## config.mk

```make
export PLATFORM = sky130hd
export DESIGN_NAME = mem_stage_dmem_ctrl
export DESIGN_NICKNAME = d
export VERILOG_FILES = /design/src/rtl/mem_stage_dmem_ctrl.sv
export SDC_FILE = /design/constraint.sdc
export NUM_CORES = 1
export LEC_CHECK = 0
export CAP_MARGIN = 0
export CELL_PAD_IN_SITES_DETAIL_PLACEMENT = 1
export CELL_PAD_IN_SITES_GLOBAL_PLACEMENT = 2
export CORE_MARGIN = 2
export CORE_UTILIZATION = 39
export CTS_BUF_LIST = sky130_fd_sc_hd__clkbuf_8
export DETAILED_ROUTE_END_ITERATION = 6
export DONT_BUFFER_PORTS = 1
export PLACE_DENSITY_LB_ADDON = 0.1
export SKIP_CTS_REPAIR_TIMING = 1
export SYNTH_ARGS = -nofsm -noshare
export SYNTH_HDL_FRONTEND = slang
export SYNTH_SLANG_ARGS = --single-unit
export TNS_END_PERCENT = 5
```

## constraint.sdc

```tcl
create_clock -name clk_i -period 1.8 [get_ports clk_i]
set_input_delay 0.18 -clock clk_i [delete_from_list [all_inputs] [get_ports clk_i]]
set_output_delay 0.18 -clock clk_i [all_outputs]
set_load 0.05 [all_outputs]
```

## src/rtl/mem_stage_dmem_ctrl.sv

```systemverilog
// MEM-stage data-memory controller: decodes RV32 load/store requests, runs one
// req/ack transaction per access and stalls the pipeline until it completes.
module mem_stage_dmem_ctrl #(
    parameter int ADDR_W = 32
) (
    input  logic              clk_i,
    input  logic              rst_ni,
    input  logic              mem_read_i,
    input  logic              mem_write_i,
    input  logic [2:0]        funct3_i,
    input  logic [ADDR_W-1:0] addr_i,
    input  logic [31:0]       wdata_i,
    output logic              busywait_o,
    output logic [31:0]       rdata_o,
    output logic              misaligned_o,
    output logic              mm_req_o,
    output logic              mm_we_o,
    output logic [ADDR_W-1:0] mm_addr_o,
    output logic [3:0]        mm_be_o,
    output logic [31:0]       mm_wdata_o,
    input  logic              mm_ack_i,
    input  logic [31:0]       mm_rdata_i
);

    typedef enum logic [1:0] {IDLE, ACCESS, DONE} state_t;

    state_t      state_q, state_d;
    logic        req, illegal, valid, start, ld_en;
    logic [3:0]  be_d;
    logic [31:0] wdata_d, ld_data;
    logic [2:0]  f3_q;
    logic [1:0]  lane_q;
    logic [7:0]  ld_b;
    logic [15:0] ld_h;

    assign req          = mem_read_i | mem_write_i;
    assign misaligned_o = rst_ni & req & illegal;
    assign valid        = rst_ni & req & ~illegal;
    assign mm_req_o     = (state_q == ACCESS);

    always_comb begin
        illegal = 1'b0;
        case (funct3_i)
            3'b000, 3'b100: illegal = 1'b0;
            3'b001, 3'b101: illegal = addr_i[0];
            3'b010:         illegal = |addr_i[1:0];
            default:        illegal = 1'b1;
        endcase
    end

    // Stores replicate data across lanes so memory only needs the byte enables.
    always_comb begin
        be_d    = 4'b1111;
        wdata_d = wdata_i;
        if (mem_write_i) begin
            case (funct3_i[1:0])
                2'b00: begin
                    be_d    = 4'b0001 << addr_i[1:0];
                    wdata_d = {4{wdata_i[7:0]}};
                end
                2'b01: begin
                    be_d    = addr_i[1] ? 4'b1100 : 4'b0011;
                    wdata_d = {2{wdata_i[15:0]}};
                end
                default: begin
                    be_d    = 4'b1111;
                    wdata_d = wdata_i;
                end
            endcase
        end
    end

    always_ff @(posedge clk_i or negedge rst_ni) begin
        if (!rst_ni) state_q <= IDLE;
        else         state_q <= state_d;
    end

    // DONE always returns to IDLE so the request still held by MEM cannot retrigger.
    always_comb begin
        state_d    = state_q;
        busywait_o = 1'b0;
        start      = 1'b0;
        ld_en      = 1'b0;
        case (state_q)
            IDLE: begin
                busywait_o = valid;
                if (valid) begin
                    start   = 1'b1;
                    state_d = ACCESS;
                end
            end
            ACCESS: begin
                busywait_o = 1'b1;
                if (mm_ack_i) begin
                    ld_en   = ~mm_we_o;
                    state_d = DONE;
                end
            end
            DONE:    state_d = IDLE;
            default: state_d = IDLE;
        endcase
    end

    always_comb begin
        ld_b = mm_rdata_i[{lane_q, 3'b000} +: 8];
        ld_h = lane_q[1] ? mm_rdata_i[31:16] : mm_rdata_i[15:0];
        case (f3_q)
            3'b000:  ld_data = {{24{ld_b[7]}}, ld_b};
            3'b100:  ld_data = {24'b0, ld_b};
            3'b001:  ld_data = {{16{ld_h[15]}}, ld_h};
            3'b101:  ld_data = {16'b0, ld_h};
            default: ld_data = mm_rdata_i;
        endcase
    end

    always_ff @(posedge clk_i or negedge rst_ni) begin
        if (!rst_ni) begin
            mm_we_o    <= 1'b0;
            mm_addr_o  <= '0;
            mm_be_o    <= 4'b0;
            mm_wdata_o <= 32'b0;
            f3_q       <= 3'b0;
            lane_q     <= 2'b0;
            rdata_o    <= 32'b0;
        end else begin
            if (start) begin
                mm_we_o    <= mem_write_i;
                mm_addr_o  <= {addr_i[ADDR_W-1:2], 2'b00};
                mm_be_o    <= be_d;
                mm_wdata_o <= wdata_d;
                f3_q       <= funct3_i;
                lane_q     <= addr_i[1:0];
            end
            if (ld_en) rdata_o <= ld_data;
        end
    end

endmodule

```

==> results by group <==
Logic synthesis
  – Top-area cell type share of the netlist area: 53.67%
  – Total of flip-flops plus latches after synthesis: 106
  – Fraction of synthesis flops using an asynchronous set or reset pin: between 90% and 100%
  – Leading cell types by total area after synthesis: dfrtp_1, mux2_2, nand2_1
  – Library cell with the largest summed area after synthesis: dfrtp_1
  – Top cells by instance count after synthesis: dfrtp_1, nand2_1, nor2_1
  – Netlist Area Pre-Place: 0.004942 mm²
  – Most numerous cell in the Yosys netlist: dfrtp_1
  – Number of instances in the synthesized netlist: between 400 and 500
  – Yosys synthesis warning count: 0
  – Mean Syn Cell Area: around 11 µm²
  – Number of flops mapped to enable cells by yosys: 0
  – Most frequently used flop master after synthesis: dfrtp_1
  – Part of the Yosys area used for sequential elements: a little over half
  – Unique masters post-synth: 43

Timing
  – Worst Clk Skew: 13.26 ps
  – Peak Freq: 548.9 MHz
  – Setup repair after global routing missed its margin: true
  – Post-route worst hold slack: -521.7 ps
  – Worst slew margin relative to its limit: 63.80%
  – Period minus WS final: ~1800 ps
  – Final slew viol count: 0
  – Setup WS post-layout: -21.98 ps
  – Total negative slack: -21.98 ps
  – Crit share post-route: 101.2%
  – Final count of hold timing violations: roughly 120
  – Pin slew with the least headroom to its limit: 535.5 ps
  – Final Setup Violations: 1

Clock tree
  – Clock latency on the worst-skew pair: 390 ps
  – H-tree depth: 3
  – Clock buffer depth: 2
  – CTS tree: built
  – Cell at the root of the clock tree: clkbuf_8
  – Reg clk slew, reported paths: 100 ps
  – Clock sink count: about 110
  – TritonCTS buffer count: 9

Cells and area
  – Post-route insts no fill: 721
  – Count of inserted antenna diode cells: 0
  – Final core utilization: 50.01%
  – Synth-to-Final Area Change: 26.66%
  – Design area: 0.006260 mm²
  – Fraction of final layout cells sized beyond drive strength 1: between 10% and 20%
  – Final #Nets: around 650

Route
  – Highest metal used: met4
  – Routed WL: 14300 µm
  – Number of detailed-route iterations in the first pass: 4
  – Total via count after detailed routing: between 3k and 4k
  – 1st-iter DRT viols: roughly 160
  – Per-cell routed wire length: 19.83 µm
  – Remaining number of nets flagged by the antenna check after routing: 0
  – Met2 wirelength from detailed routing: approximately 6800 µm
  – Met3 wire length: 1302 µm
  – Average via count per standard cell: about 5.2
  – Sum of routed wire segments on met1: 5876 µm
  – Post-detailed-route DRC marker count: 0

Global routing
  – Wire length of the first global-routing pass: roughly 20000 µm
  – Antenna violations before repair: 0
  – Global-route usage over all layers: 19.17%
  – Final global-route overflow total: 0
  – Via count of the first global-routing pass: 3651
  – Largest net degree at the start of global routing: 108

Power
  – Switching fraction of total power: 52.87%
  – Combinational group share of total power: between 20% and 30%
  – Clock network power share: 14.8%
  – Static leakage power: 2.688 nW
  – Maximum VDD drop: between 0.0008 and 0.0009 V
  – Sequential fraction of design power: 64.4%
  – Net Sw Power: 5.480 mW
  – Internal power: 4.886 mW
  – Power per standard cell area: about 1700 mW/mm²

Outcome
  – Status: finished with violations
  – Violations in the final reports: hold timing, setup timing

Floorplan
  – Num ports: between 200 and 250
  – Floorplan core area: 0.01252 mm²
  – Die width: 116.6 µm
  – Number of placement rows: 41
  – Initial standard-cell utilization of the core: between 30% and 40%
  – Full die area: 0.01359 mm²
  – Height of the die: between 100 and 150 µm

Placement
  – Placement-stage cell area: 0.005239 mm²
  – Placer congestion estimate: 0.7769
  – Port Buffers: 0
  – Half-perimeter wire length of the detailed placement result: 9392 µm
  – Placed cell count: 624

Setup path
  – Crit path DAT: 1640 ps
  – Critical path class: register to primary output
  – Startpoint class of the critical path: register
  – Maximum fanout along the worst path: 4
  – Endpoint required time on the critical path: 1620 ps
  – Kind of capture point of the worst setup path: primary output

Job
  – Count of max-cap constraint violations: 0

Min path
  – Hold WC Path Type: primary input to async pin
==> routing by layer <==
layer / track usage [%] / vias to the layer above
met5: 0 / -
met4: 8.314 / 0
met3: 7.213 / 22
met2: 29.50 / 138
met1: 24.25 / 1832
li1: - / 1764
==> power by group through the flow <==
stage	sequential, mW	combinational [mW]	clock (mW)
floorplan	6.65	1.41	0
global placement	6.71	1.93	0
detailed placement	6.73	2.01	0
CTS	6.69	2.01	1.59
global route	6.81	2.41	1.68
finish	6.68	2.16	1.53
==> path summary, 6_finish.rpt <==
path,startpoint,end,slack (ps),depth (start not counted)
max,state_q[1]$_DFFE_PN0P_,busywait_o,-20,5
max in group asynchronous,rst_ni,f3_q[1]$_DFFE_PN0P_,2170,0
min,rst_ni,mm_addr_o[30]$_DFFE_PN0P_,-520,0
min reg2reg,rdata_o[7]$_DFFE_PN0P_,rdata_o[7]$_DFFE_PN0P_,560,2
max reg2reg,mm_we_o$_DFFE_PN0P_,rdata_o[17]$_DFFE_PN0P_,130,5
min in group clk_i,wdata_i[14],mm_wdata_o[14]$_DFFE_PN0P_,-20,2
==> cells in the final DEF, fill, tap and decap left out, types with 2 or more instances in the layout <==
cell type	n
clkinvlp_4	2
o31ai_1	12
dfrtp_1	105
o21ai_1	8
dlygate4sd3_1	75
buf_6	3
or2_2	5
conb_1	2
mux2_1	21
nor4_1	2
inv_1	4
and3_1	2
mux2i_1	14
nor3b_1	3
nand3b_1	9
nor2_1	36
buf_4	27
a21oi_1	20
a31oi_1	5
nand2_1	64
nand2b_1	7
mux2_2	31
o221a_2	5
inv_6	2
clkbuf_8	9
o221ai_1	2
a311oi_1	2
buf_12	2
a211oi_1	6
o21ai_0	20
nor3_1	6
nor2b_1	9
a21oi_2	10
==> worst max-delay path, stage by stage, from the launching register on <==
cell,delay [ps]
dfrtp_1,420
nor2_2,140
o211ai_1,240
clkbuf_16,230
nand2_1,70
buf_6,160
==> registers in the layout (all words and copies together), names as in the netlist <==
| register | cells |
|---|---|
| mm_wdata_o | 32 |
| mm_be_o | 4 |
| state_q | 2 |
| mm_addr_o | 30 |
| rdata_o | 32 |
| f3_q | 3 |
| mm_we_o | 1 |
| lane_q | 2 |
==> metrics by stage <==
step | worst slack [ps] | hold WS, ps | power, mW
global placement | 153.1 | -113.3 | 8.638
CTS | -136.1 | -549.2 | 10.28
floorplan | 5.895 | -115.6 | 8.065
global route | -105.8 | -553.9 | 10.89
finish | -21.98 | -521.7 | 10.37
detailed placement | 89.34 | -113.2 | 8.734
==> cell type report <==
class	count	area [µm²]
inverter	4	15.01
timing repair buffer	108	1052
clock buffer	9	123.9
fill	1392	6257
multi-input combinational	315	2123
clock inverter	7	76.32
sequential	106	2654
tap	172	215.2
==> cell families after synthesis <==
group                  count (synthesis)  share of synthesized area [%]
flip-flops                           106                          53.67
AND/OR/NAND/NOR                      151                          14.73
multiplexers                          66                          14.68
other                                  1                        0.07588
AO/OA/AOI/OAI                         96                          13.11
buffers and inverters                 39                          3.721
Power figures use the tool's default switching activity.
